**src/rtl/img2col_pkg.sv**
```systemverilog
// Shared types and default geometry for the img2col column collector.
package img2col_pkg;

    typedef enum logic [1:0] {
        ST_IDLE    = 2'd0,
        ST_ARMED   = 2'd1,
        ST_COLLECT = 2'd2,
        ST_GAP     = 2'd3
    } col_state_t;

    localparam int DEF_DATA_W  = 8;
    localparam int DEF_COL_LEN = 27;
    localparam int DEF_MIN_GAP = 3;

endpackage

```
**src/rtl/col_bank.sv**
```systemverilog
// One column bank: indexed single-element write, whole column read in parallel.
module col_bank
    import img2col_pkg::*;
#(
    parameter int DATA_W  = DEF_DATA_W,
    parameter int COL_LEN = DEF_COL_LEN,
    parameter int ADDR_W  = $clog2(DEF_COL_LEN)
) (
    input  logic                      clk,
    input  logic                      i_we,
    input  logic [ADDR_W-1:0]         i_addr,
    input  logic [DATA_W-1:0]         i_data,
    output logic [COL_LEN*DATA_W-1:0] o_data
);

    // Storage is deliberately not reset; contents only matter once marked full.
    logic [DATA_W-1:0] r_mem [COL_LEN];

    always_ff @(posedge clk) begin
        if (i_we) begin
            r_mem[i_addr] <= i_data;
        end
    end

    for (genvar g = 0; g < COL_LEN; g++) begin : g_out
        assign o_data[g*DATA_W +: DATA_W] = r_mem[g];
    end

endmodule

```
**src/rtl/col_burst_collector.sv**
```systemverilog
// Collects flag-strobed element bursts into columns held in two ping-pong banks.
module col_burst_collector
    import img2col_pkg::*;
#(
    parameter int DATA_W  = DEF_DATA_W,
    parameter int COL_LEN = DEF_COL_LEN,
    parameter int MIN_GAP = DEF_MIN_GAP
) (
    input  logic                      clk,
    input  logic                      rst,
    input  logic                      start,
    input  logic                      map_finish,
    input  logic                      flag_in,
    input  logic [DATA_W-1:0]         data_in,
    output logic [COL_LEN*DATA_W-1:0] col_data,
    output logic                      col_valid,
    input  logic                      col_ready,
    output logic [15:0]               col_count,
    output logic                      short_err,
    output logic                      gap_err,
    output logic                      ovf_err,
    output logic                      busy,
    output logic [1:0]                dbg_state
);

    localparam int CNT_W = (COL_LEN > 1) ? $clog2(COL_LEN) : 1;
    localparam int GAP_W = (MIN_GAP > 0) ? $clog2(MIN_GAP + 1) : 1;
    localparam logic [CNT_W-1:0] LAST_IDX = CNT_W'(COL_LEN - 1);
    localparam logic [GAP_W-1:0] GAP_SAT  = GAP_W'(MIN_GAP);

    col_state_t         r_state;
    logic [CNT_W-1:0]   r_elem_cnt;
    logic [GAP_W-1:0]   r_gap_cnt;
    logic               r_wr_bank;
    logic               r_rd_bank;
    logic               r_drop;
    logic [1:0]         r_full;
    logic [15:0]        r_col_count;
    logic               r_short_err;
    logic               r_gap_err;
    logic               r_ovf_err;

    logic               w_burst_start;
    logic               w_collect;
    logic               w_write;
    logic               w_complete;
    logic               w_accept;
    logic [CNT_W-1:0]   w_waddr;
    logic [1:0]         w_full_next;
    logic [COL_LEN*DATA_W-1:0] w_bank_data [2];

    // Handshake: a column transfers on any rising edge where col_valid and col_ready
    // are both high; col_data holds steady from col_valid rising until that edge.
    always_comb begin
        w_burst_start = ((r_state == ST_ARMED) || (r_state == ST_GAP)) && flag_in && !map_finish;
        w_collect     = (r_state == ST_COLLECT) && flag_in && !map_finish;
        w_write       = (w_burst_start && !r_full[r_wr_bank]) || (w_collect && !r_drop);
        w_complete    = w_collect && !r_drop && (r_elem_cnt == LAST_IDX);
        w_accept      = r_full[r_rd_bank] && col_ready;
        w_waddr       = w_collect ? r_elem_cnt : '0;
        w_full_next   = r_full;
        if (w_accept) w_full_next[r_rd_bank] = 1'b0;
        if (w_complete) w_full_next[r_wr_bank] = 1'b1;
    end

    col_bank #(.DATA_W(DATA_W), .COL_LEN(COL_LEN), .ADDR_W(CNT_W)) u_bank0 (
        .clk    (clk),
        .i_we   (w_write && !r_wr_bank),
        .i_addr (w_waddr),
        .i_data (data_in),
        .o_data (w_bank_data[0])
    );

    col_bank #(.DATA_W(DATA_W), .COL_LEN(COL_LEN), .ADDR_W(CNT_W)) u_bank1 (
        .clk    (clk),
        .i_we   (w_write && r_wr_bank),
        .i_addr (w_waddr),
        .i_data (data_in),
        .o_data (w_bank_data[1])
    );

    always_ff @(posedge clk or posedge rst) begin
        if (rst) begin
            r_state     <= ST_IDLE;
            r_elem_cnt  <= '0;
            r_gap_cnt   <= '0;
            r_wr_bank   <= 1'b0;
            r_rd_bank   <= 1'b0;
            r_drop      <= 1'b0;
            r_full      <= 2'b00;
            r_col_count <= 16'd0;
            r_short_err <= 1'b0;
            r_gap_err   <= 1'b0;
            r_ovf_err   <= 1'b0;
        end else begin
            r_full <= w_full_next;
            if (w_accept) begin
                r_rd_bank   <= ~r_rd_bank;
                r_col_count <= r_col_count + 16'd1;
            end
            // A dropped burst never occupied a bank, so it must not advance wr_bank.
            if (w_complete) r_wr_bank <= ~r_wr_bank;

            case (r_state)
                ST_IDLE: begin
                    if (start) begin
                        r_state     <= ST_ARMED;
                        r_col_count <= w_accept ? 16'd1 : 16'd0;
                        r_short_err <= 1'b0;
                        r_gap_err   <= 1'b0;
                        r_ovf_err   <= 1'b0;
                    end
                end
                ST_ARMED, ST_GAP: begin
                    if (map_finish) begin
                        r_state <= ST_IDLE;
                    end else if (flag_in) begin
                        if ((r_state == ST_GAP) && (r_gap_cnt < GAP_SAT)) r_gap_err <= 1'b1;
                        if (r_full[r_wr_bank]) r_ovf_err <= 1'b1;
                        r_drop     <= r_full[r_wr_bank];
                        r_elem_cnt <= CNT_W'(1);
                        r_state    <= ST_COLLECT;
                    end else if ((r_state == ST_GAP) && (r_gap_cnt != GAP_SAT)) begin
                        r_gap_cnt <= r_gap_cnt + GAP_W'(1);
                    end
                end
                ST_COLLECT: begin
                    if (map_finish) begin
                        r_short_err <= 1'b1;
                        r_elem_cnt  <= '0;
                        r_state     <= ST_IDLE;
                    end else if (!flag_in) begin
                        r_short_err <= 1'b1;
                        r_elem_cnt  <= '0;
                        r_gap_cnt   <= '0;
                        r_state     <= ST_GAP;
                    end else if (r_elem_cnt == LAST_IDX) begin
                        r_elem_cnt <= '0;
                        r_gap_cnt  <= '0;
                        r_state    <= ST_GAP;
                    end else begin
                        r_elem_cnt <= r_elem_cnt + CNT_W'(1);
                    end
                end
            endcase
        end
    end

    assign col_valid = r_full[r_rd_bank];
    assign col_data  = w_bank_data[r_rd_bank];
    assign col_count = r_col_count;
    assign short_err = r_short_err;
    assign gap_err   = r_gap_err;
    assign ovf_err   = r_ovf_err;
    assign busy      = (r_state != ST_IDLE) || (|r_full);
    assign dbg_state = r_state;

endmodule

```
**config.mk**
```make
export PLATFORM = sky130hd
export DESIGN_NAME = col_burst_collector
export DESIGN_NICKNAME = d
export VERILOG_FILES = /design/src/rtl/img2col_pkg.sv /design/src/rtl/col_bank.sv /design/src/rtl/col_burst_collector.sv
export SDC_FILE = /design/constraint.sdc
export NUM_CORES = 1
export LEC_CHECK = 0
export CAP_MARGIN = 20
export CORE_MARGIN = 5
export CORE_UTILIZATION = 45
export CTS_BUF_LIST = sky130_fd_sc_hd__clkbuf_4 sky130_fd_sc_hd__clkbuf_8
export CTS_CLUSTER_SIZE = 16
export DETAILED_ROUTE_END_ITERATION = 6
export PLACE_DENSITY = 0.72
export SYNTH_ARGS = -nofsm -noshare
export SYNTH_HDL_FRONTEND = slang
export SYNTH_HIERARCHICAL = 1
export SYNTH_SLANG_ARGS = --single-unit
```
**constraint.sdc**
```tcl
create_clock -name clk -period 3.5 [get_ports clk]
set_clock_uncertainty 0.1 [all_clocks]
set_input_delay 0.525 -clock clk [delete_from_list [all_inputs] [get_ports clk]]
set_output_delay 0.525 -clock clk [all_outputs]
set_load 0.02 [all_outputs]
```
==> impl_results.md <==
- Final total power: about 11 mW
- Pwr dens: a little under 500 mW/mm^2
- WP data required: 2.87 ns
- Reg power frac: 0.558
- Starting Density: 0.4564
- Final Core Density: 0.5866
- Num CTS Buffers: 74
- Post-Syn Area: 0.01772 mm^2
- Vias: 9,661
- TritonCTS clock tree: yes
- Top cell family by delay on the critical path: buffers and inverters
- Core area: around 0.039 mm^2
- DR pass1 iterations: 5
- # rows: 72
- Slew headroom: 0.3500
- DP Cell Count: around 1,700
- Combinational group share of total power: 0.029
- Setup_tns: 0 ns
- Gate Count Post-Synth: 942
- Status: finished, final reports clean
- First-pass GRT wire length: between 60 and 70 mm
- Yosys reg bits: 465
- Worst r2r src: dbg_state[0]
- Worst min path class: in2async
- DRC: 0
- Grt total ovfl: 0
- Synth warn: 6
- Share of cells above drive strength 1: 0.3119
- Most used DFF post-synth: edfxtp_1
- Syn_nets: 960
- Final period util: 0.9457
- # resized after CTS: 0
- Worst Reg-to-Reg Cells: 5
- Clock sinks: 465
- Post-CTS Hold Buffers: 0
- Syn Area/Cell: 18.81 um^2
- Worst Path Arrival: 2.68 ns
- Crit. End Element: output port
- Post-layout minimum cycle time: 3.310 ns
- WP depth: 3
- Design area: 0.02278 mm^2
- Final nets: between 1,000 and 1,500
- Leakage: 7.671 nW
- Clk_lat worst skew: 0.59 ns
- Peak VDD IR: 313.3 uV
- Endpoints failing hold: 0
- Crit Path Max Fanout: between 60 and 70
- Clock-pin slew on the worst setup and hold paths: 0.06 ns
- Number of global-route vias before repair: roughly 10,000
- Setup crit end: col_data[159]
- RePlAce Congestion: 0.8326
- Crit path cell chain: buf_12 > mux2_2 > clkdlybuf4s50_1
- Antenna cells: 0
- Met1 Use GR: 0.2636
- Routed WL per cell: 22.55 um
- Final setup fails: 0
- CP peak stage delay: a little over 0.7 ns
- Startpoint types: flop
- Die height: approximately 210 um
- Final Max Tran Viols: 0
- Vias/cell: between 5 and 6
- Clk buf depth: 3
- Fmax: between 300 and 400 MHz
- DIE WIDTH: around 210 um
- Met3 track demand over resource: 0.04865
- P_int: 8.803 mW
- RSZ-0062 raised after global routing: no
- Max-cap violations: 0
- Final WL: 42.26 mm
- Post-CTS Setup Bufs: 0
- Library cells used by synthesis: 49
- DP HPWL: roughly 27 mm
- Grt peak-use layer: met2
- Clock share of power: 0.413
- CP Class: reg2out
- Least-Margin Pin Slew: just under 1 ns
- Cell Area, Placed: 0.02128 mm^2
- Clock root cell: clkbuf_8
- Final ANT Viol Nets: 0
- Drt initial violations: 693
- # H-tree levels: 3
- Aggregate global-route resource usage: 0.1895
- Critical-path top delay cell: dfrtp_4
- EDFF count, synth: about 430
- Reg2reg end: u_bank1/r_mem[2][2]
- IO Port Bufs: 252
- Async S/R FF share, synth: 0.07097
- Fin cells: ~1,900
- Sw Ratio: 0.2033
- I/O pins: 253
- Die area: roughly 0.043 mm^2
- Seq/Total Area, Yosys: 0.7786
- Met2 Use GR: 0.3038
- CP Launch Point: r_rd_bank
- Area grow syn2layout: 28.52%
- Pin count of the biggest net entering global routing: 63
- R2r setup slk: about 0.74 ns
- CP bufs+invs: 2
- Initial antenna violation count: 0
- Net Switching: 2.246 mW
## cells in the mapped netlist (2+ instances only)
master       n  share of area
inv_1        5         0.0011
o31ai_1      6         0.0025
clkbuf_1    14         0.0030
nand4_1      5         0.0018
xor2_1       7         0.0035
a21o_1       3         0.0013
nor2b_1      3         0.0011
nand4b_1     7         0.0035
nand3_1      9         0.0025
edfxtp_1   432           0.73
and3_1       2        0.00071
nor2_1      66          0.014
nand4bb_1    6         0.0038
dfrtp_1     33          0.047
buf_2       22         0.0062
nor3_1       8         0.0023
ha_1         4         0.0028
or4b_4       2         0.0016
o21ai_0      9         0.0025
or4_1        4         0.0017
and4_1       2        0.00099
mux2_2     216           0.14
a21oi_1     11         0.0031
nand2_1     19         0.0040
and2_1      10         0.0035
xnor2_1      6         0.0030
nand2b_1     9         0.0032
## registers in the layout, indices dropped and copies added (netlist names)
register	flops
r_wr_bank	1
r_elem_cnt	5
u_bank1/r_mem	216
ovf_err	1
short_err	1
r_full	2
gap_err	1
r_rd_bank	1
r_drop	1
col_count	16
r_gap_cnt	2
u_bank0/r_mem	216
dbg_state	2
## through the flow
step	setup slack [ns]	hold slack, ns
6_report	0.1901	0.09622
3_3_place_gp	0.2615	0.3674
3_5_place_dp	0.1932	0.3723
5_1_grt	0.04860	0.08741
4_1_cts	0.1459	0.2820
2_1_floorplan	0.6431	0.3407
## layer usage
metal  vias to the layer above  share of wire
li1                       4365              -
met1                      4898           0.43
met2                       366           0.48
met3                        32          0.072
met4                         0          0.010
met5                         -              0
## cells by family (layout without fill, tap and decap cells)
group,Yosys count,after routing,share of synthesized area
AO/OA/AOI/OAI,38,38,0.01356
XOR/XNOR,13,13,0.006425
adder cells (fa/ha/maj),4,4,0.002824
buffers and inverters,43,457,0.01094
flip-flops,465,465,0.7786
multiplexers,218,218,0.1386
AND/OR/NAND/NOR,161,161,0.04907
## worst register-to-register path: cells and delay by family, from the launching register on
| family | cells | cell delay, ns |
|---|---|---|
| buf+inv | 1 | 0.20 |
| flops | 1 | 0.49 |
| simple gates | 4 | 1.69 |
## power groups by stage
| stage | Sequential (mW) | Combinational (mW) | Clock [mW] |
|---|---|---|---|
| final | 6.16 | 0.319 | 4.57 |
| after global routing | 6.16 | 0.355 | 4.95 |
| after CTS | 6.16 | 0.322 | 4.69 |
| after detailed placement | 6.28 | 0.321 | 0 |
| after global placement | 6.27 | 0.304 | 0 |
| after floorplan | 6.27 | 0.128 | 0 |
## layout by cell type, fill, tap and decap left out, types with 5 or more instances in the layout
cell type	instances
clkdlybuf4s50_1	244
nand4bb_1	6
buf_2	8
nand4_1	5
o21ai_0	9
clkbuf_4	20
nor3_1	8
clkbuf_8	79
dfrtp_1	32
nand4b_1	7
nand3_1	9
clkinv_1	11
and2_1	10
nand2_1	19
nand2b_1	9
mux2_2	216
edfxtp_1	432
o31ai_1	6
nor2_1	66
inv_1	5
a21oi_1	11
xor2_1	7
buf_4	69
clkinv_2	8
xnor2_1	6
## area by class of cell
| type | count | area (um^2) |
|---|---|---|
| Multi-Input combinational cell | 434 | 3730 |
| Tap cell | 518 | 648.1 |
| Fill cell | 2861 | 16050 |
| Sequential cell | 465 | 13800 |
| Clock inverter | 26 | 227.7 |
| Inverter | 6 | 23.77 |
| Clock buffer | 99 | 1237 |
| Timing Repair Buffer | 326 | 3108 |
## worst min path at each step
stage	endpoint	slack [ns]
2_1_floorplan	r_drop	0.34
3_3_place_gp	r_gap_cnt[1]	0.37
3_5_place_dp	r_drop	0.37
4_1_cts	u_bank1/r_mem[6][5]	0.28
5_1_grt	dbg_state[0]	0.09
6_report	dbg_state[1]	0.1
Note: power is estimated with default switching activity, not from simulation.
==> RTL edit 1: new RTL, config.mk and constraints unchanged <==
The package constant `DEF_COL_LEN` goes from 27 to 54.
--- a/src/rtl/img2col_pkg.sv
+++ b/src/rtl/img2col_pkg.sv
@@ -11,3 +11,3 @@
     localparam int DEF_DATA_W  = 8;
-    localparam int DEF_COL_LEN = 27;
+    localparam int DEF_COL_LEN = 54;
     localparam int DEF_MIN_GAP = 3;
Interface: changed (resized col_data); port bits go from 253 to 469. The function was not compared with the original's and may differ.
==> RTL edit 1 against the unedited design <==
  * Final cell count increased by 87%
  * Total power is 91% higher
  * Design area grew 92%
  * Synthesized area up 90%
  * Sequential cell count is 433 higher
  * Setup slack got worse by 61 ps
  * Maximum frequency fell by 1.8%
  * Via count rose by 90%
  * Register-to-register slack lost 420 ps
  * Routed wire length up 110%
  * Clock power increased by 93%
==> RTL edit 1: results (changes against the unedited design) <==
INFO  placement      dp_worst_setup_slack=-148ps [-341 ps]
INFO  setup_path     cpPeakStageDelay=620ps [-100 ps]
INFO  routing        wl_met2=45800microns [+120%]
INFO  global_route   grt_max_degree=84 [+33%]
INFO  final_layout   layout.filler_cells=5502 [+92%]
INFO  clocking       worstSkewPairLatency=770ps [+180 ps]
INFO  placement      place.gp.congestion=0.839 [+0.82%]
INFO  logic_synthesis synthArstFlopShare=3.79% [-3.3 points]
INFO  logic_synthesis post_synth_fa_ha_maj_area_fraction=0.149% [-0.13 points]
INFO  setup_path     worstReg2RegEnd=u_bank0/r_mem[28][4]$_DFFE_PP_
INFO  power          power.static_leakage=14.5nW [+90%]
INFO  routing        length_of_routed_wiring_on_met1=35300microns [+92%]
INFO  clocking       htree_levels=4 [+1]
INFO  run_status     status=finished, final reports clean
INFO  logic_synthesis synth_xor_area_share=0.312% [-0.33 points]
INFO  setup_path     critical_path.reg2reg.startpoint=dbg_state[1]$_DFFE_PP0P_
INFO  final_layout   post_route_cells_drive_above_1_share=33.7% [+2.5 points]
INFO  routing        wire_per_inst=25.7microns [+14%]
INFO  global_route   gr-usage-met3=5.95% [+1.1 points]
INFO  setup_path     cp-endpoint=col_data[203]
INFO  logic_synthesis synthTopCellsByArea=edfxtp_1, mux2_2, dfrtp_1
INFO  clocking       cts_buffers=146 [+97%]
INFO  timing         finalCritPeriodShare=96.3% [+1.8 points]
INFO  min_path       path_category_of_the_worst_min_delay_check=primary input to flip-flop
INFO  global_route   groute.layer.met2.usage=37.3% [+7.0 points]
INFO  placement      placedInstanceArea=40700squm [+91%]
INFO  logic_synthesis synth_seq_area_share=79.6% [+1.8 points]
INFO  final_layout   stdcell_count=3497 [+87%]
INFO  placement      dp_hpwl=57400microns [+110%]
INFO  logic_synthesis muxShareOfSynthArea=14.6% [+0.70 points]
==> RTL edit 1: changes by cell type after synthesis, moves of 7 or more <==
| cell | before | now |
|---|---|---|
| edfxtp_1 | 432 | 864 |
| nor4b_1 | 0 | 7 |
| buf_2 | 22 | 10 |
| nand2b_1 | 9 | 2 |
| mux2_2 | 216 | 432 |
| nand3b_1 | 1 | 8 |
| clkbuf_1 | 14 | 62 |
| nor2_1 | 66 | 119 |
==> RTL edit 1: report_power, final <==
group	internal, W	switching (W)	leakage, nW
Combinational	0.000116	0.000336	4.84
Clock	0.00482	0.00402	1.48
Sequential	0.0118	0.0000322	8.22
Total	0.0167	0.00439	14.5
==> RTL edit 1: layout make-up <==
class	count	area, sq um	area share, %
sequential	898	26800	61.4
multi-input combinational	720	6540	15.0
timing repair buffer	643	6210	14.2
clock buffer	186	2330	5.34
tap	969	1210	2.78
clock inverter	70	514	1.18
inverter	8	30.0	0.0688
antenna	3	7.51	0.0172
==> RTL edit 2: new RTL, same settings <==
Without the edit above. Put one more register stage on the output `col_count`, cleared by the reset. The value now appears one clock later. The other outputs are not delayed to match.
--- a/src/rtl/col_burst_collector.sv
+++ b/src/rtl/col_burst_collector.sv
@@ -150,3 +150,9 @@
     assign col_data  = w_bank_data[r_rd_bank];
-    assign col_count = r_col_count;
+    always_ff @(posedge clk or posedge rst) begin
+        if (rst) begin
+            col_count <= '0;
+        end else begin
+            col_count <= r_col_count;
+        end
+    end
     assign short_err = r_short_err;
Function: same outputs for any inputs over 4 cycles, from zero or initial values and one cycle with rst high; that may be too few to reach the edited logic, so the function may still have changed.
==> RTL edit 2 against the unedited design <==
  * Synthesized area is 2.0% higher
  * Routed wire length hardly changed
  * First-iteration DRC count is 9.8% lower
  * Largest cell class unchanged
  * Design area is 1.6% higher
  * Critical path depth stayed put
  * Setup slack better by 190 ps
  * Global-route usage is 0.14 points lower
  * Sequential cell count is 16 higher
  * Via count is 1.2% higher
  * Worst hold slack better by 210 ps
Power is not compared: it rests on default switching activity, and its combinational part moved more than twofold at a synthesized area within 25%.
==> RTL edit 2: results (changes against the unedited design) <==
INFO  run_status     status=finished, final reports clean
INFO  setup_path     worst-r2r-cell-count=7 [+2]
INFO  setup_path     setup.reg_to_reg.worst_slack=640ps [-100 ps]
INFO  logic_synthesis yosys.cell_types.count=47 [-4.1%]
INFO  logic_synthesis synthesized_area_fraction_occupied_by_ao_oa_aoi_and_oai_cells=1.40% [+0.043 points]
INFO  placement      placedInstanceArea=21700squm [+1.8%]
INFO  setup_path     worstReg2RegEnd=u_bank0/r_mem[16][5]$_DFFE_PP_
INFO  final_layout   nNetsFinal=1343 [+1.4%]
INFO  min_path       path_category_of_the_worst_min_delay_check=flip-flop to flip-flop
INFO  placement      dp_hpwl=27300microns [+1.7%]
INFO  routing        drt-total-wl=42200microns [about the same]
INFO  timing         slew_worst_pin=908ps [-67.2 ps]
INFO  logic_synthesis synth_top_cells_by_count=edfxtp_1, mux2_2, nor2_1
INFO  routing        drt_first_iter_violations=625 [-9.8%]
INFO  logic_synthesis mappedNetlistNets=975 [+1.6%]
INFO  setup_path     critical_path_peak_fanout=79 [+27%]
INFO  final_layout   layout.filler_cells=2975 [+4.0%]
INFO  global_route   grt_first_pass_wirelength=62600microns [about the same]
INFO  setup_path     critical_path_arrival=2500ps [-180 ps]
INFO  global_route   grt_pass1_vias=10182 [+1.2%]
INFO  floorplan      std_cell_rows=73 [+1.4%]
INFO  logic_synthesis synthArstFlopShare=10.2% [+3.1 points]
INFO  global_route   gr-usage-all-layers=18.8% [-0.14 points]
INFO  logic_synthesis synthTopCellsByArea=edfxtp_1, mux2_2, dfrtp_1
INFO  clocking       worstSkewPairLatency=620ps [+30 ps]
INFO  routing        vias=9777 [+1.2%]
INFO  final_layout   post_route_cells_drive_above_1_share=31.3% [+0.14 points]
INFO  logic_synthesis post_synth_fa_ha_maj_area_fraction=0.277% [-0.0054 points]
==> RTL edit 2: cell types whose count changed after synthesis, moves of 3 or more <==
| cell | change |
|---|---|
| clkbuf_1 | +20 |
| nor2_1 | -3 |
| o31ai_1 | -4 |
| dfrtp_1 | +16 |
| or3_1 | +4 |
| o21ai_0 | +3 |
| buf_2 | -20 |
| inv_1 | +3 |
| xor2_1 | -3 |
==> RTL edit 2: cell type report <==
type / count / area [sq um] / area share (%)
sequential: 481 / 14200 / 61.4
clock buffer: 112 / 1340 / 5.77
multi-input combinational: 431 / 3690 / 16.0
timing repair buffer: 327 / 3080 / 13.3
clock inverter: 23 / 139 / 0.600
inverter: 8 / 30.0 / 0.130
tap: 525 / 657 / 2.84
==> RTL edit 2: report_power, final <==
part           switching [W]  internal (W)
combinational       0.000574      0.000466
sequential         0.0000341       0.00629
clock                0.00209       0.00246
total                0.00269       0.00922
==> RTL edit 2: worst max path at each step <==
stage	cells past startpoint	endpoint	start
global route	5	col_valid	r_rd_bank$_DFFE_PP0P_
detailed placement	9	u_bank0/r_mem[4][6]$_DFFE_PP_	flag_in
floorplan	7	u_bank0/r_mem[1][0]$_DFFE_PP_	dbg_state[0]$_DFFE_PP0P_
global placement	9	u_bank0/r_mem[4][6]$_DFFE_PP_	flag_in
CTS	3	col_data[158]	r_rd_bank$_DFFE_PP0P_
finish	3	col_data[159]	r_rd_bank$_DFFE_PP0P_
==> RTL edit 2: logic make-up (layout without fill, tap and decap cells) <==
logic type / Yosys count / count (layout)
buf+inv: 45 / 470
flops: 481 / 481
xor+xnor: 10 / 10
compound gates: 40 / 40
mux: 218 / 218
fa+ha+maj: 4 / 4
simple gates: 159 / 159
==> RTL edit 2: per-layer routing <==
layer	track usage [%]	up-vias	wire [microns]
li1	-	4431	-
met1	25.5	4939	17900
met2	30.7	349	20700
met3	4.55	58	2850
met4	5.43	0	730
met5	0	-	0
==> RTL edit 2: per-stage QoR <==
step                instances  setup slack (ps)
finish                   1907               380
global route             1907               215
CTS                      1907               296
detailed placement       1772               227
global placement         1772               313
floorplan                 957               528
